File: src/rtl/dac_spi_serializer_pkg.sv
// Shared constants and state encoding for the DAC SPI serializer.
// The link runs in SPI mode 0: SCLK idles low, data is sampled on the rising edge.
package dac_spi_serializer_pkg;

    localparam int FRAME_BITS = 16;
    localparam int DATA_BITS  = 12;
    localparam int CTRL_W     = 4;

    typedef enum logic [1:0] {
        IDLE  = 2'd0,
        SHIFT = 2'd1,
        TRAIL = 2'd2
    } state_e;

    localparam logic SCLK_IDLE = 1'b0;
    localparam logic CS_ACTIVE = 1'b0;
    localparam logic CS_IDLE   = 1'b1;

endpackage

File: src/rtl/dac_spi_serializer_if.sv
// Sample/control inputs and DAC pins of the serializer.
// The master side is the upstream plus the board; the slave side is the serializer.
interface dac_spi_serializer_if;
    import dac_spi_serializer_pkg::*;

    logic                 enable;
    logic [DATA_BITS-1:0] sample_in;
    logic                 dac_cs_n;
    logic                 dac_sclk;
    logic                 dac_din;
    logic                 busy;
    logic                 frame_done;
    logic [DATA_BITS-1:0] sample_latched;

    modport master (
        output enable, sample_in,
        input  dac_cs_n, dac_sclk, dac_din, busy, frame_done, sample_latched
    );

    modport slave (
        input  enable, sample_in,
        output dac_cs_n, dac_sclk, dac_din, busy, frame_done, sample_latched
    );

endinterface

File: src/rtl/dac_spi_serializer_sclk_div.sv
// Half-period counter for SCLK. It issues a tick every CLK_DIV clocks while running,
// and when toggling is allowed it flips SCLK and flags the rising or falling edge.
module dac_sclk_div
    import dac_spi_serializer_pkg::*;
#(
    parameter int CLK_DIV = 2
) (
    input  logic clk,
    input  logic rst_n,
    input  logic clr_i,
    input  logic run_i,
    input  logic toggle_i,
    output logic tick_o,
    output logic rise_en_o,
    output logic fall_en_o,
    output logic sclk_o
);

    localparam int HW = (CLK_DIV > 1) ? $clog2(CLK_DIV) : 1;

    logic [HW-1:0] hcnt_q, hcnt_d;
    logic          sclk_q, sclk_d;
    logic          at_end;

    assign at_end    = (hcnt_q == HW'(CLK_DIV - 1));
    assign tick_o    = run_i & at_end;
    assign rise_en_o = tick_o & toggle_i & ~sclk_q;
    assign fall_en_o = tick_o & toggle_i &  sclk_q;
    assign sclk_o    = sclk_q;

    always_comb begin
        hcnt_d = hcnt_q;
        sclk_d = sclk_q;
        if (clr_i) begin
            hcnt_d = '0;
            sclk_d = SCLK_IDLE;
        end else if (run_i) begin
            hcnt_d = at_end ? '0 : hcnt_q + HW'(1);
            if (at_end && toggle_i) sclk_d = ~sclk_q;
        end
    end

    always_ff @(posedge clk or negedge rst_n) begin
        if (!rst_n) begin
            hcnt_q <= '0;
            sclk_q <= SCLK_IDLE;
        end else begin
            hcnt_q <= hcnt_d;
            sclk_q <= sclk_d;
        end
    end

endmodule

File: src/rtl/dac_spi_serializer.sv
// Latches the upstream sample once per frame period and shifts {CTRL_BITS, sample}
// MSB-first into a 12-bit serial DAC over SPI mode 0.
module dac_spi_serializer
    import dac_spi_serializer_pkg::*;
#(
    parameter int                CLK_DIV      = 2,
    parameter int                FRAME_PERIOD = 100,
    parameter logic [CTRL_W-1:0] CTRL_BITS    = 4'b0000
) (
    input  logic                 clk,
    input  logic                 rst_n,
    dac_spi_serializer_if.slave  bus
);

    localparam int PW = $clog2(FRAME_PERIOD);
    localparam int BW = $clog2(FRAME_BITS);

    state_e                state_q, state_d;
    logic [PW-1:0]         per_q, per_d;
    logic [FRAME_BITS-1:0] shreg_q, shreg_d;
    logic [BW-1:0]         bitcnt_q, bitcnt_d;
    logic                  cs_n_q, cs_n_d;
    logic                  busy_q, busy_d;
    logic                  done_q, done_d;
    logic [DATA_BITS-1:0]  latched_q, latched_d;

    logic trig, start, last_fall;
    logic tick, rise_en, fall_en, sclk;

    // Free-running frame timer; it keeps counting regardless of state or enable.
    assign trig  = (per_q == PW'(FRAME_PERIOD - 1));
    assign per_d = trig ? '0 : per_q + PW'(1);

    assign start     = (state_q == IDLE) && trig && bus.enable;
    assign last_fall = fall_en && (bitcnt_q == BW'(FRAME_BITS - 1));

    dac_sclk_div #(.CLK_DIV(CLK_DIV)) u_div (
        .clk       (clk),
        .rst_n     (rst_n),
        .clr_i     (start),
        .run_i     (state_q != IDLE),
        .toggle_i  (state_q == SHIFT),
        .tick_o    (tick),
        .rise_en_o (rise_en),
        .fall_en_o (fall_en),
        .sclk_o    (sclk)
    );

    always_ff @(posedge clk or negedge rst_n) begin
        if (!rst_n) begin
            state_q   <= IDLE;
            per_q     <= '0;
            shreg_q   <= '0;
            bitcnt_q  <= '0;
            cs_n_q    <= CS_IDLE;
            busy_q    <= 1'b0;
            done_q    <= 1'b0;
            latched_q <= '0;
        end else begin
            state_q   <= state_d;
            per_q     <= per_d;
            shreg_q   <= shreg_d;
            bitcnt_q  <= bitcnt_d;
            cs_n_q    <= cs_n_d;
            busy_q    <= busy_d;
            done_q    <= done_d;
            latched_q <= latched_d;
        end
    end

    always_comb begin
        state_d = state_q;
        case (state_q)
            IDLE:    if (start)     state_d = SHIFT;
            SHIFT:   if (last_fall) state_d = TRAIL;
            TRAIL:   if (tick)      state_d = IDLE;
            default:                state_d = IDLE;
        endcase
    end

    // dac_din is the shift register MSB: zero-fill drives it low once all 16 bits are out.
    always_comb begin
        shreg_d   = shreg_q;
        bitcnt_d  = bitcnt_q;
        cs_n_d    = cs_n_q;
        busy_d    = busy_q;
        done_d    = 1'b0;
        latched_d = latched_q;
        case (state_q)
            IDLE: if (start) begin
                shreg_d   = {CTRL_BITS, bus.sample_in};
                latched_d = bus.sample_in;
                cs_n_d    = CS_ACTIVE;
                busy_d    = 1'b1;
                bitcnt_d  = '0;
            end
            SHIFT: if (fall_en) begin
                shreg_d  = {shreg_q[FRAME_BITS-2:0], 1'b0};
                bitcnt_d = bitcnt_q + BW'(1);
            end
            TRAIL: if (tick) begin
                cs_n_d = CS_IDLE;
                busy_d = 1'b0;
                done_d = 1'b1;
            end
            default: ;
        endcase
    end

    assign bus.dac_cs_n       = cs_n_q;
    assign bus.dac_sclk       = sclk;
    assign bus.dac_din        = shreg_q[FRAME_BITS-1];
    assign bus.busy           = busy_q;
    assign bus.frame_done     = done_q;
    assign bus.sample_latched = latched_q;

    // The DAC samples on the rising edge, so data must not move there.
    a_din_stable: assert property (@(posedge clk) disable iff (!rst_n)
        rise_en |-> (shreg_d == shreg_q));

endmodule
File: src/flat_wrapper.sv
// flat-port wrapper written by rule: the top's interface ports become plain ports
module dac_spi_serializer_flat import dac_spi_serializer_pkg::*;
#(
    parameter int                CLK_DIV      = 2,
    parameter int                FRAME_PERIOD = 100,
    parameter logic [CTRL_W-1:0] CTRL_BITS    = 4'b0000
)
  (clk, rst_n, bus_enable, bus_sample_in, bus_dac_cs_n, bus_dac_sclk, bus_dac_din, bus_busy, bus_frame_done, bus_sample_latched);
  dac_spi_serializer_if bus_i ();
  input  logic clk;
  input  logic rst_n;
  input wire logic [$bits(bus_i.enable)-1:0] bus_enable;
  input wire logic [$bits(bus_i.sample_in)-1:0] bus_sample_in;
  output wire logic [$bits(bus_i.dac_cs_n)-1:0] bus_dac_cs_n;
  output wire logic [$bits(bus_i.dac_sclk)-1:0] bus_dac_sclk;
  output wire logic [$bits(bus_i.dac_din)-1:0] bus_dac_din;
  output wire logic [$bits(bus_i.busy)-1:0] bus_busy;
  output wire logic [$bits(bus_i.frame_done)-1:0] bus_frame_done;
  output wire logic [$bits(bus_i.sample_latched)-1:0] bus_sample_latched;
  assign bus_i.enable = bus_enable;
  assign bus_i.sample_in = bus_sample_in;
  assign bus_dac_cs_n = bus_i.dac_cs_n;
  assign bus_dac_sclk = bus_i.dac_sclk;
  assign bus_dac_din = bus_i.dac_din;
  assign bus_busy = bus_i.busy;
  assign bus_frame_done = bus_i.frame_done;
  assign bus_sample_latched = bus_i.sample_latched;
  dac_spi_serializer #(.CLK_DIV(CLK_DIV), .FRAME_PERIOD(FRAME_PERIOD), .CTRL_BITS(CTRL_BITS)) u_core (.clk(clk), .rst_n(rst_n), .bus(bus_i));
endmodule
File: config.mk
export PLATFORM = sky130hd
export DESIGN_NAME = dac_spi_serializer_flat
export DESIGN_NICKNAME = d
export VERILOG_FILES = /design/src/rtl/dac_spi_serializer_pkg.sv /design/src/rtl/dac_spi_serializer_if.sv /design/src/rtl/dac_spi_serializer_sclk_div.sv /design/src/rtl/dac_spi_serializer.sv /design/src/flat_wrapper.sv
export SDC_FILE = /design/constraint.sdc
export NUM_CORES = 1
export LEC_CHECK = 0
export BUFFER_PORTS_ARGS = -buffer_cell sky130_fd_sc_hd__buf_2
export CELL_PAD_IN_SITES_DETAIL_PLACEMENT = 0
export CELL_PAD_IN_SITES_GLOBAL_PLACEMENT = 1
export CORE_MARGIN = 3
export CORE_UTILIZATION = 41
export DETAILED_ROUTE_END_ITERATION = 8
export PLACE_DENSITY = 0.85
export SLEW_MARGIN = 5
export SYNTH_ARGS = -nofsm -noshare
export SYNTH_HDL_FRONTEND = slang
export SYNTH_HIERARCHICAL = 1
export SYNTH_SLANG_ARGS = --single-unit
File: constraint.sdc
create_clock -name clk -period 2.3 [get_ports clk]
set_clock_uncertainty 0.05 [all_clocks]
set_input_delay 0.345 -clock clk [delete_from_list [all_inputs] [get_ports clk]]
set_output_delay 0.345 -clock clk [all_outputs]
set_load 0.1 [all_outputs]
==> results of run 1 <==
[stage by stage]
step | cell area (sq um) | power (mW)
after global placement | 2390 | 2.02
after floorplan | 2120 | 1.84
final | 2490 | 2.52
after CTS | 2490 | 2.54
after global routing | 2490 | 2.67
after detailed placement | 2390 | 2.04
[worst reg2reg max path, stage by stage (launching register included)]
cell	delay (ns)
sky130_fd_sc_hd__dfrtp_1	0.41
sky130_fd_sc_hd__or2_1	0.23
sky130_fd_sc_hd__and2_2	0.19
sky130_fd_sc_hd__and3_1	0.22
sky130_fd_sc_hd__nand3b_1	0.16
sky130_fd_sc_hd__o31ai_4	0.08
sky130_fd_sc_hd__buf_4	0.21
sky130_fd_sc_hd__mux2_4	0.32
[sequential cells by signal, indices dropped and copies added, names as in the netlist, 2 cells and up]
register,flops
u_core/shreg_q,16
u_core/bus.sample_latched,12
u_core/per_q,7
u_core/bitcnt_q,4
u_core/state_q,2
[metal layers]
metal | track usage (%) | vias to the layer above | wire length (um)
li1 | - | 670 | -
met1 | 18.3 | 664 | 1730
met2 | 20.5 | 22 | 1720
met3 | 2.78 | 7 | 120
met4 | 6.41 | 0 | 76
met5 | 0 | - | 0
[cell type report]
type	instances	area, sq um	area share [%]
clock buffers	5	68.8	2.76
multi-input cells	108	906	36.4
well taps	67	83.8	3.37
repair buffers	41	233	9.34
inverters	7	26.3	1.05
clock inverters	3	21.3	0.854
flip-flops and latches	46	1150	46.3
[worst max-delay path by stage]
stage                                               start                                        to  slack (ns)  depth (start not counted)
after global placement      u_core/state_q[1]$_DFFE_PN0P_             u_core/shreg_q[7]$_DFFE_PN0P_        0.40                          7
after detailed placement    u_core/state_q[1]$_DFFE_PN0P_            u_core/shreg_q[10]$_DFFE_PN0P_        0.35                          7
final                       u_core/state_q[1]$_DFFE_PN0P_             u_core/shreg_q[5]$_DFFE_PN0P_        0.34                          7
after global routing            u_core/per_q[0]$_DFF_PN0_  u_core/bus.sample_latched[3]$_DFFE_PN0P_        0.21                          5
after floorplan           u_core/u_div/sclk_o$_DFFE_PN0P_            u_core/shreg_q[10]$_DFFE_PN0P_       0.001                          5
after CTS                   u_core/state_q[1]$_DFFE_PN0P_             u_core/shreg_q[5]$_DFFE_PN0P_        0.34                          7
[power by group]
group / internal (mW) / switching [mW] / total [mW]
sequential: 1.01 / 0.126 / 1.14
combinational: 0.417 / 0.470 / 0.887
clock: 0.214 / 0.281 / 0.495
total: 1.64 / 0.877 / 2.52
[what timing repair did]
action	CTS	global route
hold buffers	1	0
endpoints found under the hold margin	19	0
endpoints found under the setup margin	0	0
==> metrics list, run 1 <==
* Status: complete, no violations
* Global-route usage over all layers: 13.5%
- Vias in the first global route: 1370
- In the final layout, the share of cells above drive strength 1 is 43.8%.
- Number of port buffers: 31
- Endpoints failing hold: 0
* Number of sinks handled by clock tree synthesis: 46
- Worst Path Buf+Inv: 1
- The detail route stage leaves a number of antenna-violating nets equal to 0.
- At the end of the flow the core is filled with cells to 51.4%.
* Core ar.: 0.00485 sq mm
- Total leakage power: between 1 and 1.5 nW
* Max Transition Viols Final: 0
- The library cell used most frequently in the layout, excluding fill and tap cells, is sky130_fd_sc_hd__dfrtp_1.
- The worst setup path is captured at a flip-flop.
- The first detailed-routing pass took 4 iterations.
* Final critical path time including I/O delays and setup: around 2.0 ns
* CTS H-tree lvls: 2
- The cell count after synthesis came out at 167.
* Cell count of the worst hold path: 2
* Commonest non-fill, non-tap cells in the layout: 45 x sky130_fd_sc_hd__dfrtp_1, 31 x sky130_fd_sc_hd__buf_2, 29 x sky130_fd_sc_hd__mux2_2
- Mean routed wirelength per cell: ~13 um
* Register-to-register setup slack: 0.34 ns
- Critical path data arrival time: 2.11 ns
* Global-route wire length before repair: between 6000 and 7000 um
- The count of cells in the finished layout, fillers not included, comes to 277.
- In this run the count of I/O pins placed on the die edge is 32.
- Critical setup path kind: flip-flop to flip-flop
- Clock buffer count from CTS: 5
* Half-perimeter wire length of the detailed placement result: 2580 um
- Worst hold path type: input port to flip-flop
- The largest single stage delay on the critical path is 0.41 ns.
- Setup repair bufs after CTS: 0
- In this run the vertical extent of the chip is between 70 and 80 um.
- Library cell used as clock root buffer: sky130_fd_sc_hd__clkbuf_8
- The die covers 0.00607 sq mm.
- Number of DRC markers in iteration 0: 92
- Setup violations remaining at the end of the flow were counted as 0.
- At the pin with the least slew margin, the transition time is approximately 0.49 ns.
* Horizontal extent of the die: 77.9 um
* Crit path cell chain: or2_1 > and2_2 > and3_1 > nand3b_1 > o31ai_4 > buf_4 > mux2_4
* Beginning of the worst register-to-register path: u_core/state_q[1]$_DFFE_PN0P_
- Placed Instances: around 270
* Data required time of the worst path: ~2.5 ns
- Wires add up to 3650 um.
- Maximum ir drop on the vdd rail: 530 uV
- Cell family with most CP delay: simple AND/OR/NAND/NOR gates
- TritonCTS built the clock tree.
* Pwr per Cell Area: 1010 mW/mm^2
- Max-cap violations: 0
- STA classifies the critical path startpoint as a flip-flop.
- At the later pin of the worst-skew pair, clock insertion delay measures 0.30 ns.
* Reg2reg end: u_core/shreg_q[5]$_DFFE_PN0P_
- Of all nets on the critical path, the largest fanout is 15.
- Min Hold Slack: approximately 0.22 ns
* Placement Rows: 25
* Synthesized area per cell: 12.7 sq um
- At the placement stage, the worst setup path has a slack of 0.354 ns.
- Routability-driven placement finished with a final weighted congestion of 0.764.
* Congestion Overflow GR: 0
- Via count normalized by instance count: 4.92
* Fmax: about 500 MHz
* Synthesized net count: 184
* Pin count of the biggest net entering global routing: 22
* Highest-delay cell along the critical path: sky130_fd_sc_hd__dfrtp_1
- Post-route fraction of the period consumed by the critical path: a little under nine tenths
- Maximum buffer depth of the clock tree: 2
* Yosys warning count: 6
* Post-CTS clock slew at the launch and capture registers of the worst setup and hold paths: 0.09 ns
- The initial utilization of the core area, before any placement, comes to a little over two fifths.
- From synthesis to final layout, the design area changed by 17.6%.
- Measured in cells, the most critical reg-to-reg path has a length of 7.
* Antenna violations before repair: 0
- Source of the worst hold timing path: bus_sample_in[0]
- The worst path meets setup with 0.338 ns of slack.
- After detailed routing, the number of remaining DRC violations is 0.
* Area of the mapped netlist: 0.00212 sq mm
* NumNets Final: 226
* Number of antenna repair diodes: 0
* Post-CTS sizing: 0
- Detailed routing inserted a total of 1363 vias.
- Fillers: 443
- Setup repair after global routing left no endpoint under its margin.
- Endpoint of the worst hold-timing path: u_core/shreg_q[0]$_DFFE_PN0P_
- For the final routed database, the setup TNS stands at 0 ns.
- Measured against its own limit, the worst slew margin works out to 67.6%.
(Power assumes the default switching activity.)
==> run 2, diff against run 1 <==
==> constraint.sdc (replaced) <==
create_clock -name clk -period 2.3 [get_ports clk]
set_clock_uncertainty 0.05 [all_clocks]
set_input_delay 0 -clock clk [delete_from_list [all_inputs] [get_ports clk]]
set_output_delay 0 -clock clk [all_outputs]
set_load 0.1 [all_outputs]
==> metrics list, run 2 (synthesis results as in run 1) <==
- The final routed DRC violation total is 0 (unchanged).
- The final-layout worst hold slack was 0.0699 ns (-0.149 ns).
- Clock buffer count from CTS: 5 (unchanged)
* Height of the die: 77.9 um (unchanged)
* Max-cap violations: 0 (unchanged)
* Most common cell after layout, fill and taps aside: sky130_fd_sc_hd__dfrtp_1
* Routed Antenna Nets: 0 (unchanged)
- The worst path arrival time was 2.14 ns (+0.03 ns).
- The cell row count was 25 (unchanged).
- The global placement routability congestion is 0.719 (-5.9%).
- The total leakage power was 1.22 nW (+4.2%).
- The worst setup path is launched from a flip-flop.
- Beginning of the worst register-to-register path: u_core/state_q[1]$_DFFE_PN0P_
* Fmax: 497 MHz (-2.5%)
- Counting flops per register, the top entry is u_core/shreg_q.
- RSZ-0062 raised after global routing: false
- The floorplan die width was 77.9 um (unchanged).
- The share of cells above drive strength 1 was 41.2% (-2.6 points).
* Core ar.: 0.00485 sq mm (unchanged)
- Fin cells: 288 (+4.0%)
- The final instance area came to 0.00260 sq mm (+4.4%).
* Placed instance area: 0.00239 sq mm (unchanged)
- TritonCTS built the clock tree.
* Global-route wire length before repair: 6800 um (+5.7%)
- Internal Pwr Total: 1.64 mW (+0.19%)
- The overall routed net length was 3910 um (+7.1%).
- Post-CTS clock slew at the launch and capture registers of the worst setup and hold paths: 0.08 ns (about the same)
- Max Fanout on Critical Path: 15 (unchanged)
- The fraction of power consumed by the clock network was 18.4% (-1.2 points).
- Data required time of the worst path: 2.43 ns (-0.02 ns)
- Commonest non-fill, non-tap cells in the layout: 45 x sky130_fd_sc_hd__dfrtp_1, 31 x sky130_fd_sc_hd__buf_2, 29 x sky130_fd_sc_hd__mux2_2
* Half-perimeter wire length of the detailed placement result: 2670 um (+3.7%)
- Vias in the first global route: 1440 (+5.1%)
- The slew at the pin closest to its max-slew limit was 0.487 ns (-0.00144 ns).
- The total chip power is 2.51 mW (-0.24%).
- Global-route usage over all layers: 14.3% (+0.79 points)
- The number of levels the H-tree was split into came to 2 (unchanged).
- The worst slack after detailed placement came to 0.303 ns (-0.0508 ns).
* Pwr per Cell Area: 967 mW/mm^2 (-4.4%)
* Placed Instances: 268 (unchanged)
- Total number of vias: 1432 (+5.1%)
* Post-route fraction of the period consumed by the critical path: 87.5% (+2.2 points)
* Critical setup path kind: flip-flop to flip-flop
- The number of sinks handled by clock tree synthesis was 46 (unchanged).
- Mean routed wirelength per cell: 13.6 um (+3.0%)
- The detail-routed via count per cell was 4.97 (+1.0%).
* Pre-Repair DR Iteration Count: 4 (unchanged)
* Worst-case headroom to the max-slew limit: 67.7% (+0.096 points)
* Maximum ir drop on the vdd rail: 549 uV (+3.5%)
- The min-delay analysis places its worst path in the category input port to asynchronous set/reset pin.
- The count of buffers from port buffering was 31 (unchanged).
- Library cell used as clock root buffer: sky130_fd_sc_hd__clkbuf_8
- Final worst setup slack: 0.287 ns (-0.0501 ns)
- Max Transition Viols Final: 0 (unchanged)
- The number of failing hold endpoints at the final stage came to 0 (unchanged).
- The post-cts repair resize count came to 0 (unchanged).
* Setup repair bufs after CTS: 0 (unchanged)
- Effective utilization at floorplan: 43.7% (unchanged)
- DIE AREA: 0.00607 sq mm (unchanged)
* Start point of the critical path: u_core/state_q[1]$_DFFE_PN0P_
- The post-route core utilization was 53.6% (+2.2 points).
- The largest net degree at the start of global routing was 21 (-4.5%).
- Final critical path time including I/O delays and setup: 2.01 ns (+0.0501 ns)
- Number of DRC markers in iteration 0: 70 (-24%)
- Layout area overhead: 22.7%
* Setup Total Neg Slack: 0 ns (unchanged)
* Flip-flop count of the largest register, all copies and words added: 16 (unchanged)
* Clock latency of the later-clocked register in the worst-skew pair: 0.29 ns (about the same)
* Switch Pwr: 868 uW (-1.0%)
* Final setup violating endpoints: 0 (unchanged)
- The worst reg-to-reg path cell count is 7 (unchanged).
* NumNets Final: 238 (+5.3%)
- Status: complete, no violations
- Sw frac: 34.5% (-0.28 points)
* Count of pins on the block boundary: 32 (unchanged)
- The total inserted antenna cells is 0 (unchanged).
- Part of the total power dissipated in combinational logic: 36.0% (+0.8 points)
* Sequential power share: 45.6% (+0.4 points)
- The aggregate global routing overflow was 0 (unchanged).
* Endpoint kind of the worst setup timing path: flip-flop
* Antenna violations before repair: 0 (unchanged)
- Maximum buffer depth of the clock tree: 2 (unchanged)
## run 2: worst max-delay path, cell delays in order, from the launching register on
cell,delay [ns]
sky130_fd_sc_hd__dfrtp_1,0.44
sky130_fd_sc_hd__or2_1,0.24
sky130_fd_sc_hd__and2_2,0.18
sky130_fd_sc_hd__and3_1,0.22
sky130_fd_sc_hd__nand3b_1,0.15
sky130_fd_sc_hd__o31ai_4,0.08
sky130_fd_sc_hd__buf_4,0.21
sky130_fd_sc_hd__mux2_4,0.32
## run 2: power by group through the flow
stage               registers (mW)  clock network (mW)  logic [mW]
floorplan                     1.30                   0       0.539
global placement              1.15                   0       0.869
detailed placement            1.16                   0       0.890
CTS                           1.15               0.482       0.913
global route                  1.17               0.514       0.986
finish                        1.15               0.462       0.906
## run 2: layer usage
| metal | track usage, % | vias up | part of all wire (%) |
|---|---|---|---|
| met5 | 0 | - | 0 |
| met2 | 23.1 | 28 | 49 |
| met4 | 6.05 | 0 | 1.5 |
| met3 | 3.25 | 6 | 3.6 |
| li1 | - | 693 | - |
| met1 | 18.2 | 705 | 46 |
## run 2: cell type report
| cell class | instances | area (sq um) |
|---|---|---|
| clock buffer | 5 | 68.8 |
| clock inverter | 2 | 10.0 |
| fill | 429 | 2250 |
| inverter | 7 | 26.3 |
| multi-input combinational | 108 | 906 |
| sequential | 46 | 1150 |
| tap | 67 | 83.8 |
| timing repair buffer | 53 | 353 |
## run 2: worst paths after layout
kind	to	slack (ns)
setup / recovery	u_core/shreg_q[6]$_DFFE_PN0P_	0.29
hold / removal	u_core/bus.sample_latched[10]$_DFFE_PN0P_	0.07
setup reg to reg	u_core/shreg_q[6]$_DFFE_PN0P_	0.29
hold reg to reg	u_core/bus.dac_cs_n$_DFFE_PN1P_	0.42
max in group asynchronous	u_core/bus.dac_cs_n$_DFFE_PN1P_	1.51
min in group clk	u_core/state_q[0]$_DFFE_PN0P_	0.07
## run 2: repair_timing
action,4_1_cts,5_1_grt
hold buffers,13,0
endpoints found under the setup margin,0,0
hold endpoints to repair,58,0
